[src/rtl/alu_muldiv_seq.sv]
// Iterative restoring radix-2 divider for RV32M DIV/DIVU/REM/REMU.
// One quotient bit per cycle; special cases (divide-by-zero, signed overflow) complete in one cycle.
module alu_muldiv_seq #(
    parameter int XLEN = 32
) (
    input  logic            clk,
    input  logic            rst_n,
    input  logic            start,
    input  logic [1:0]      divOp,
    input  logic [XLEN-1:0] srcA,
    input  logic [XLEN-1:0] srcB,
    input  logic            flush,
    output logic            ready,
    output logic            busy,
    output logic            done,
    output logic [XLEN-1:0] result
);

    localparam int CNT_W = $clog2(XLEN);

    typedef enum logic [1:0] {IDLE, CALC, DONE} state_t;

    state_t state_q, state_d;

    logic [1:0]      op_q;
    logic [XLEN:0]   rem_q;
    logic [XLEN-1:0] quo_q;
    logic [XLEN-1:0] dvs_q;
    logic [CNT_W-1:0] cnt_q;
    logic            q_neg_q;
    logic            r_neg_q;
    logic [XLEN-1:0] result_q;

    function automatic logic [XLEN-1:0] neg_if(input logic c, input logic [XLEN-1:0] v);
        logic signed [XLEN-1:0] sv;
        sv = $signed(v);
        return c ? $unsigned(-sv) : v;
    endfunction

    // Operand decode for a request arriving in IDLE
    logic            op_signed;
    logic            sign_a, sign_b;
    logic            div_zero, sgn_ovf, special;
    logic [XLEN-1:0] special_res;
    logic            accept;

    assign op_signed = ~divOp[0];
    assign sign_a    = op_signed & srcA[XLEN-1];
    assign sign_b    = op_signed & srcB[XLEN-1];
    assign div_zero  = (srcB == '0);
    assign sgn_ovf   = op_signed && (srcA == {1'b1, {(XLEN-1){1'b0}}}) && (srcB == '1);
    assign special   = div_zero | sgn_ovf;
    assign accept    = (state_q == IDLE) && start && !flush;

    always_comb begin
        special_res = '0;
        if (div_zero)
            special_res = divOp[1] ? srcA : '1;
        else if (!divOp[1])
            special_res = {1'b1, {(XLEN-1){1'b0}}};
    end

    // One restoring step: shift the partial remainder left, subtract when it fits
    logic [XLEN:0]   rem_sh, rem_nx;
    logic [XLEN-1:0] quo_nx;
    logic            fits;
    logic            last_step;

    assign rem_sh    = {rem_q[XLEN-1:0], quo_q[XLEN-1]};
    assign fits      = (rem_sh >= {1'b0, dvs_q});
    assign rem_nx    = fits ? (rem_sh - {1'b0, dvs_q}) : rem_sh;
    assign quo_nx    = {quo_q[XLEN-2:0], fits};
    assign last_step = (cnt_q == CNT_W'(XLEN - 1));

    always_comb begin
        state_d = state_q;
        case (state_q)
            IDLE: if (accept) state_d = special ? DONE : CALC;
            CALC: begin
                if (flush)          state_d = IDLE;
                else if (last_step) state_d = DONE;
            end
            DONE:    state_d = IDLE;
            default: state_d = IDLE;
        endcase
    end

    always_ff @(posedge clk) begin
        if (!rst_n) state_q <= IDLE;
        else        state_q <= state_d;
    end

    always_ff @(posedge clk) begin
        if (!rst_n) begin
            op_q     <= '0;
            rem_q    <= '0;
            quo_q    <= '0;
            dvs_q    <= '0;
            cnt_q    <= '0;
            q_neg_q  <= 1'b0;
            r_neg_q  <= 1'b0;
            result_q <= '0;
        end else begin
            case (state_q)
                IDLE: if (accept) begin
                    op_q <= divOp;
                    if (special) begin
                        result_q <= special_res;
                    end else begin
                        rem_q   <= '0;
                        quo_q   <= neg_if(sign_a, srcA);
                        dvs_q   <= neg_if(sign_b, srcB);
                        cnt_q   <= '0;
                        q_neg_q <= sign_a ^ sign_b;
                        r_neg_q <= sign_a;
                    end
                end
                CALC: if (!flush) begin
                    rem_q <= rem_nx;
                    quo_q <= quo_nx;
                    cnt_q <= cnt_q + 1'b1;
                    if (last_step)
                        result_q <= op_q[1] ? neg_if(r_neg_q, rem_nx[XLEN-1:0])
                                            : neg_if(q_neg_q, quo_nx);
                end
                default: ;
            endcase
        end
    end

    assign ready  = (state_q == IDLE);
    assign busy   = (state_q == CALC) || (state_q == DONE);
    assign done   = (state_q == DONE);
    assign result = result_q;

endmodule

[config.mk]
export PLATFORM = sky130hd
export DESIGN_NAME = alu_muldiv_seq
export DESIGN_NICKNAME = d
export VERILOG_FILES = /design/src/rtl/alu_muldiv_seq.sv
export SDC_FILE = /design/constraint.sdc
export NUM_CORES = 1
export LEC_CHECK = 0
export ABC_AREA = 1
export CAP_MARGIN = 20
export CORE_MARGIN = 2
export CORE_UTILIZATION = 54
export DETAILED_ROUTE_END_ITERATION = 7
export PLACE_DENSITY = 0.87
export RECOVER_POWER = 100
export SETUP_SLACK_MARGIN = 0.02
export SYNTH_ARGS = -nofsm -noshare
export SYNTH_HDL_FRONTEND = slang
export SYNTH_SLANG_ARGS = --single-unit
[constraint.sdc]
create_clock -name clk -period 3.3 [get_ports clk]
set_input_delay 0.495 -clock clk [delete_from_list [all_inputs] [get_ports clk]]
set_output_delay 0.495 -clock clk [all_outputs]
set_load 0.02 [all_outputs]
* Word-level counts from Yosys, hierarchy flattened
Cells that the tools add are included.
Cells by class: add/sub/neg operators 6, $lt $le $gt $ge 1, equality and inequality tests 11, muxes and demuxes 31, bitwise logic cells 6, reductions and logical operators 14
Operator list (number):
- $mux 32 | 19
- $pmux 32 s2 | 3
- $neg 32->32 | 4
- $eq 32x32->1 const B | 2
- $ge 33x32->1 | 1
- $logic_not 32->1 | 1
- $sub 32x32->32 | 1
- $mux 5 | 3
- $pmux 5 s2 | 1
- $mux 2 | 4
- $ne 2x2->1 const B | 3
- $add 5x1->5 const B | 1
- $eq 5x5->1 const B | 1
- $reduce_and 5->1 | 1
- $logic_and 1x1->1 | 4
- $ne 2x1->1 const B | 2
- $pmux 2 s2 | 1
- $reduce_and 2->1 | 2
- $reduce_and 4->1 | 1
- $ne 3x3->1 const B | 1
- $reduce_and 3->1 | 1
- $and 1x1->1 | 2
- $eq 2x1->1 const B | 1
- $eq 2x2->1 const B | 1
- 7 further kinds | 8
Word-level totals: register bits 139, logic and storage cells 78

* Depth between registers and ports, before layout
depth after elaboration 8, mapped depth 32

* Worst setup path after synthesis
OpenSTA, ideal clock, no wires.
kind register to register, start point reg dvs_q[12], end point reg result_q[30] (netlist: result[30]), library setup time 0.131 ns, data arrival time 3.558 ns, required time 3.169 ns, path slack -0.388 ns, cell stages (with the launch flop) 31, buffers on the path 1, clock period less this slack 3.688 ns, path through dfxtp_1 -> inv_1 -> ha_1 -> nand2_2 -> inv_2 -> a21oi_2 -> inv_1 -> a21oi_2 -> nand2_2 -> nand2_4 -> nand2_4 -> buf_12 -> inv_2 -> ha_1 -> nand3_1 -> nor3_1 -> nand3_1 -> nor3_2 -> nand2_1 -> nand2_1 -> o21ai_1 -> nor2_1 -> inv_1 -> a21oi_1 -> o21ai_1 -> nor2_1 -> nor2_1 -> a21oi_1 -> nand2_1 -> nand2_1 -> a21oi_2
Between the ends: word-level cells in the longest chain between the ends 8, elaborated cells between the ends (all ways) 11, those cells by class add/sub: 3; order compare: 1; mux: 7
Ends and longest elaborated chain:
- start: declaration | RTL line 28 | logic [XLEN-1:0] dvs_q;
- start signal: assignment | RTL line 112 | dvs_q <= neg_if(sign_b, srcB);
- $sub 32x32->32 or $ge 33x32->1 (tied branches) | RTL line 71, 70
- $mux 32 | RTL line 71 | assign rem_nx = fits ? (rem_sh - {1'b0, dvs_q}) : rem_sh;
- $neg 32->32 | RTL line 37 | return c ? $unsigned(-sv) : v;
- $mux 32 | RTL line 37
- $mux 32 (*) | RTL line 123 | result_q <= op_q[1] ? neg_if(r_neg_q, rem_nx[XLEN-1:0])
- $mux 32 (*) | RTL line 122 | if (last_step)
- $mux 32 (*) | RTL line 118 | CALC: if (!flush) begin
- $pmux 32 s2 (*) | RTL line 104 | case (state_q)
- end signal: assignment | RTL line 108 | result_q <= special_res;
- end signal: assignment | RTL line 123
- end: declaration | RTL line 32 | logic [XLEN-1:0] result_q;
Mark *: on every way between the ends. The rest lies on a longest branch, timed or not. The select of a mux whose other input is x is not followed. A chain may end at the register's enable or synchronous reset.

* Worst setup path after layout
start point reg dvs_q[26], end point reg result_q[24] (netlist: result[24])
Between the ends: word-level cells in the longest chain between the ends 8, elaborated cells between the ends (all ways) 10, those cells by class add/sub: 2; order compare: 1; mux: 7
Ends and longest elaborated chain:
- $ge 33x32->1 (*) | RTL line 70 | assign fits = (rem_sh >= {1'b0, dvs_q});
- $mux 32 | RTL line 71
- $neg 32->32 | RTL line 37
- $mux 32 | RTL line 37
- $mux 32 (*) | RTL line 123
- $mux 32 (*) | RTL line 122
- $mux 32 (*) | RTL line 118
- $pmux 32 s2 (*) | RTL line 104
Marked as above.

==> flow_summary.json <==
{
  "htree_levels": 4,
  "ys_warn_count": 0,
  "synth_edf_count": 0,
  "crit_fanout": 3,
  "syn_inst": 2092,
  "grt_usage_pct": 40.1,
  "worst_setup_path_start_kind": "register",
  "clock.fmax_mhz": 287,
  "die_area_mm2": 0.0242,
  "grt_pass1_wl_um": 76100,
  "hold_viol": 0,
  "clock_skew_ns": 0.0125,
  "nets": 2558,
  "clkTransAtPathRegs_ns": 0.07,
  "wirelength_um": 53300,
  "die_w_um": 155,
  "synth.avg_cell_area_um2": 5.92,
  "drive_above_1_share_pct": 27.9,
  "cp-end-kind": "register",
  "ioPinCount": 105,
  "antennaDiodeCount": 0,
  "critPathKind": "reg -> reg",
  "worst_ep_required_time_ns": 3.63,
  "fin_crit_ns": 3.48,
  "peakVddDrop_uv": 998,
  "crit_buf_inv": 5,
  "vias": 16200,
  "max_cap_viol_count": 1,
  "yosys.area.top_type_share_pct": 22.3,
  "slew_violations": 33,
  "worst_slack_ns": -0.185,
  "globalplace.congestion": 0.997,
  "async_flop_share_pct": 0,
  "critPathTopFamily": "simple AND/OR/NAND/NOR gates",
  "leakage_nw": 8.23,
  "areaGrowthSynthToFinish_pct": 43.2,
  "status": "finished with violations",
  "synth_area_leaders": "dfxtp_1 22%, nand2_1 18%, a21oi_1 7.5%",
  "die_y_um": 155,
  "ant_nets": 0,
  "cts_tree": "done",
  "violations": "capacitance limit, slew limit, setup timing",
  "final.fill_count": 1674,
  "cts.sinks": 138,
  "drc": 0,
  "synth_cell_type_count": 53,
  "dp_hpwl_um": 38700,
  "cts_made_buffers": 17,
  "numPortBuffers": 104,
  "clk_latency_ns": 0.44,
  "syn_area_mm2": 0.0124,
  "postLayoutCoreUtil_pct": 78.5,
  "drt_iter0_markers": 2321,
  "grt_setup_unrepaired": "true",
  "arrival_ns": 3.81,
  "core_mm2": 0.0226,
  "slowest_stage": "dfxtp_2",
  "overflow": 0,
  "syn-num-nets": 2205,
  "viasPerCell": 5.89,
  "synth_top_area_cell": "dfxtp_1",
  "cts_buffer_depth": 2,
  "setup_tns_ns": -2.12,
  "floorplan.rows": 55,
  "synth-main-ff-cell": "dfxtp_1",
  "period_share_pct": 106,
  "maxSlewHeadroom_pct": -9.78,
  "cts_hold_buf": 0,
  "max_stage_delay_ns": 0.33,
  "first_pass_iters": 7,
  "worstHoldPathType": "reg -> reg",
  "power-per-cell-area_mw_per_mm2": 763,
  "grt_pass1_vias": 14300,
  "seq_area_frac_synth_pct": 22.3,
  "grt_max_degree": 60,
  "wl_per_cell_um": 19.4,
  "worst_slew_pin_slew_ns": 1.65,
  "synth_seq_cells": 138,
  "root_buffer": "clkbuf_16",
  "antenna_found_initial": 0,
  "setup-violations-final": 56,
  "start_util_pct": 54.9
}
-- final cells by class --
class	count	area (um2)	share of cell area [%]
Clock buffer	18	439	2.48
Clock inverter	14	130	0.734
Inverter	254	971	5.48
Multi-Input combinational cell	1614	9360	52.8
Sequential cell	138	2810	15.9
Tap cell	285	357	2.01
Timing Repair Buffer	420	3650	20.6
-- Yosys cell counts, drive strengths merged, types with 7 or more instances --
cell type	instances
ha	42
or2	9
nor2	232
dfxtp	138
inv	253
a22oi	11
xnor2	26
nor3	47
xor2	48
nand2	615
a21oi	190
nand3	134
a31oi	24
clkbuf	55
o21a	10
nand3b	7
nor4	8
o21ai	127
buf	31
o21bai	21
o211ai	7
nand4	29
-- metal layers --
metal	routed length, um	part of all wire (%)	global-route usage (%)	vias up
li1	-	-	-	7499
met1	21800	41	56.1	7337
met2	22200	42	58.8	1084
met3	6490	12	10.4	228
met4	2760	5.2	15.9	2
met5	38	0.071	0	-
-- worst register-to-register path, stage by stage, from the launching register on --
cell and delay [ns]:
dfxtp_2 0.33, inv_2 0.05, ha_4 0.23, nand2_2 0.09, nand2_2 0.08, nand3_2 0.06, nand2_2 0.07, a21oi_2 0.14
nand2_1 0.09, nor2_4 0.21, nand2_8 0.09, inv_8 0.06, ha_4 0.13, nand3_4 0.07, nor3_4 0.17, nand3_2 0.14
nor3_4 0.17, buf_4 0.14, buf_6 0.09, nand4_1 0.14, o21ai_1 0.21, buf_4 0.13, xor2_1 0.13, nor2_1 0.05
nor2_1 0.12, nand2_1 0.06, nand2_1 0.08, a21oi_2 0.06
-- layout by cell type (no fill, tap or decap), types with 22 or more instances in the layout --
cell	n
inv_2	32
buf_4	286
dlygate4sd3_1	35
nand3_1	107
nand2_1	514
o21ai_0	97
nor2_4	22
nor2_1	186
a31oi_1	24
nand3_2	23
ha_4	34
inv_1	216
dfxtp_2	38
clkdlybuf4s50_1	69
xnor2_1	26
nand4_1	29
nor3_1	38
dfxtp_1	99
nand2_2	83
xor2_1	47
nor2_2	24
a21oi_1	175
-- flip-flops by register name (all words and copies together) (netlist names) --
name / cells
result: 32
rem_q: 32
cnt_q: 5
r_neg_q: 1
q_neg_q: 1
op_q: 1
quo_q: 32
dvs_q: 32
state_q: 2
-- power by group --
| part | leakage (nW) | total [W] | internal, W | switching [W] |
|---|---|---|---|---|
| combinational | 6.82 | 0.00945 | 0.00385 | 0.00560 |
| clock | 0.276 | 0.00193 | 0.00102 | 0.000910 |
| sequential | 1.14 | 0.00216 | 0.00190 | 0.000259 |
-- path summary, 6_finish.rpt --
check | start | endpoint | slack, ns | cells after the start
worst min register to register | result[9] | result[9] | 0.46 | 2
worst max register to register | dvs_q[26] | result[24] | -0.18 | 27
worst min-delay path | result[9] | result[9] | 0.46 | 2
worst max-delay path | dvs_q[26] | result[24] | -0.18 | 27
-- logic make-up (layout without fill, tap and decap cells) --
kind of cell,after synthesis,after routing,synth area share [%]
AND/OR/NAND/NOR,1089,1089,38.5
flip-flops,138,138,22.3
buffers and inverters,340,706,11.1
AO/OA/AOI/OAI,408,408,18.5
XOR/XNOR,74,74,5.23
adder cells (fa/ha/maj),43,43,4.41
-- repair_timing --
action	4_1_cts	5_1_grt
pin swaps	21	75
endpoints found under the setup margin	22	123
setup buffers	9	30
gates cloned	0	4
resized for setup	49	223
-- stage by stage --
stage,cell area [um2],cells,power (W),hold slack [ns],setup WS [ns]
after floorplan,12800,2092,0.00674,0.433,-0.197
after global placement,15900,2669,0.00960,0.451,-0.282
after detailed placement,15900,2669,0.00973,0.455,-0.350
after CTS,16700,2710,0.0118,0.465,-0.0384
after global routing,17700,2743,0.0142,0.473,-0.379
final,17700,2743,0.0135,0.459,-0.185
No activity file was read; power rests on OpenSTA's default activity.
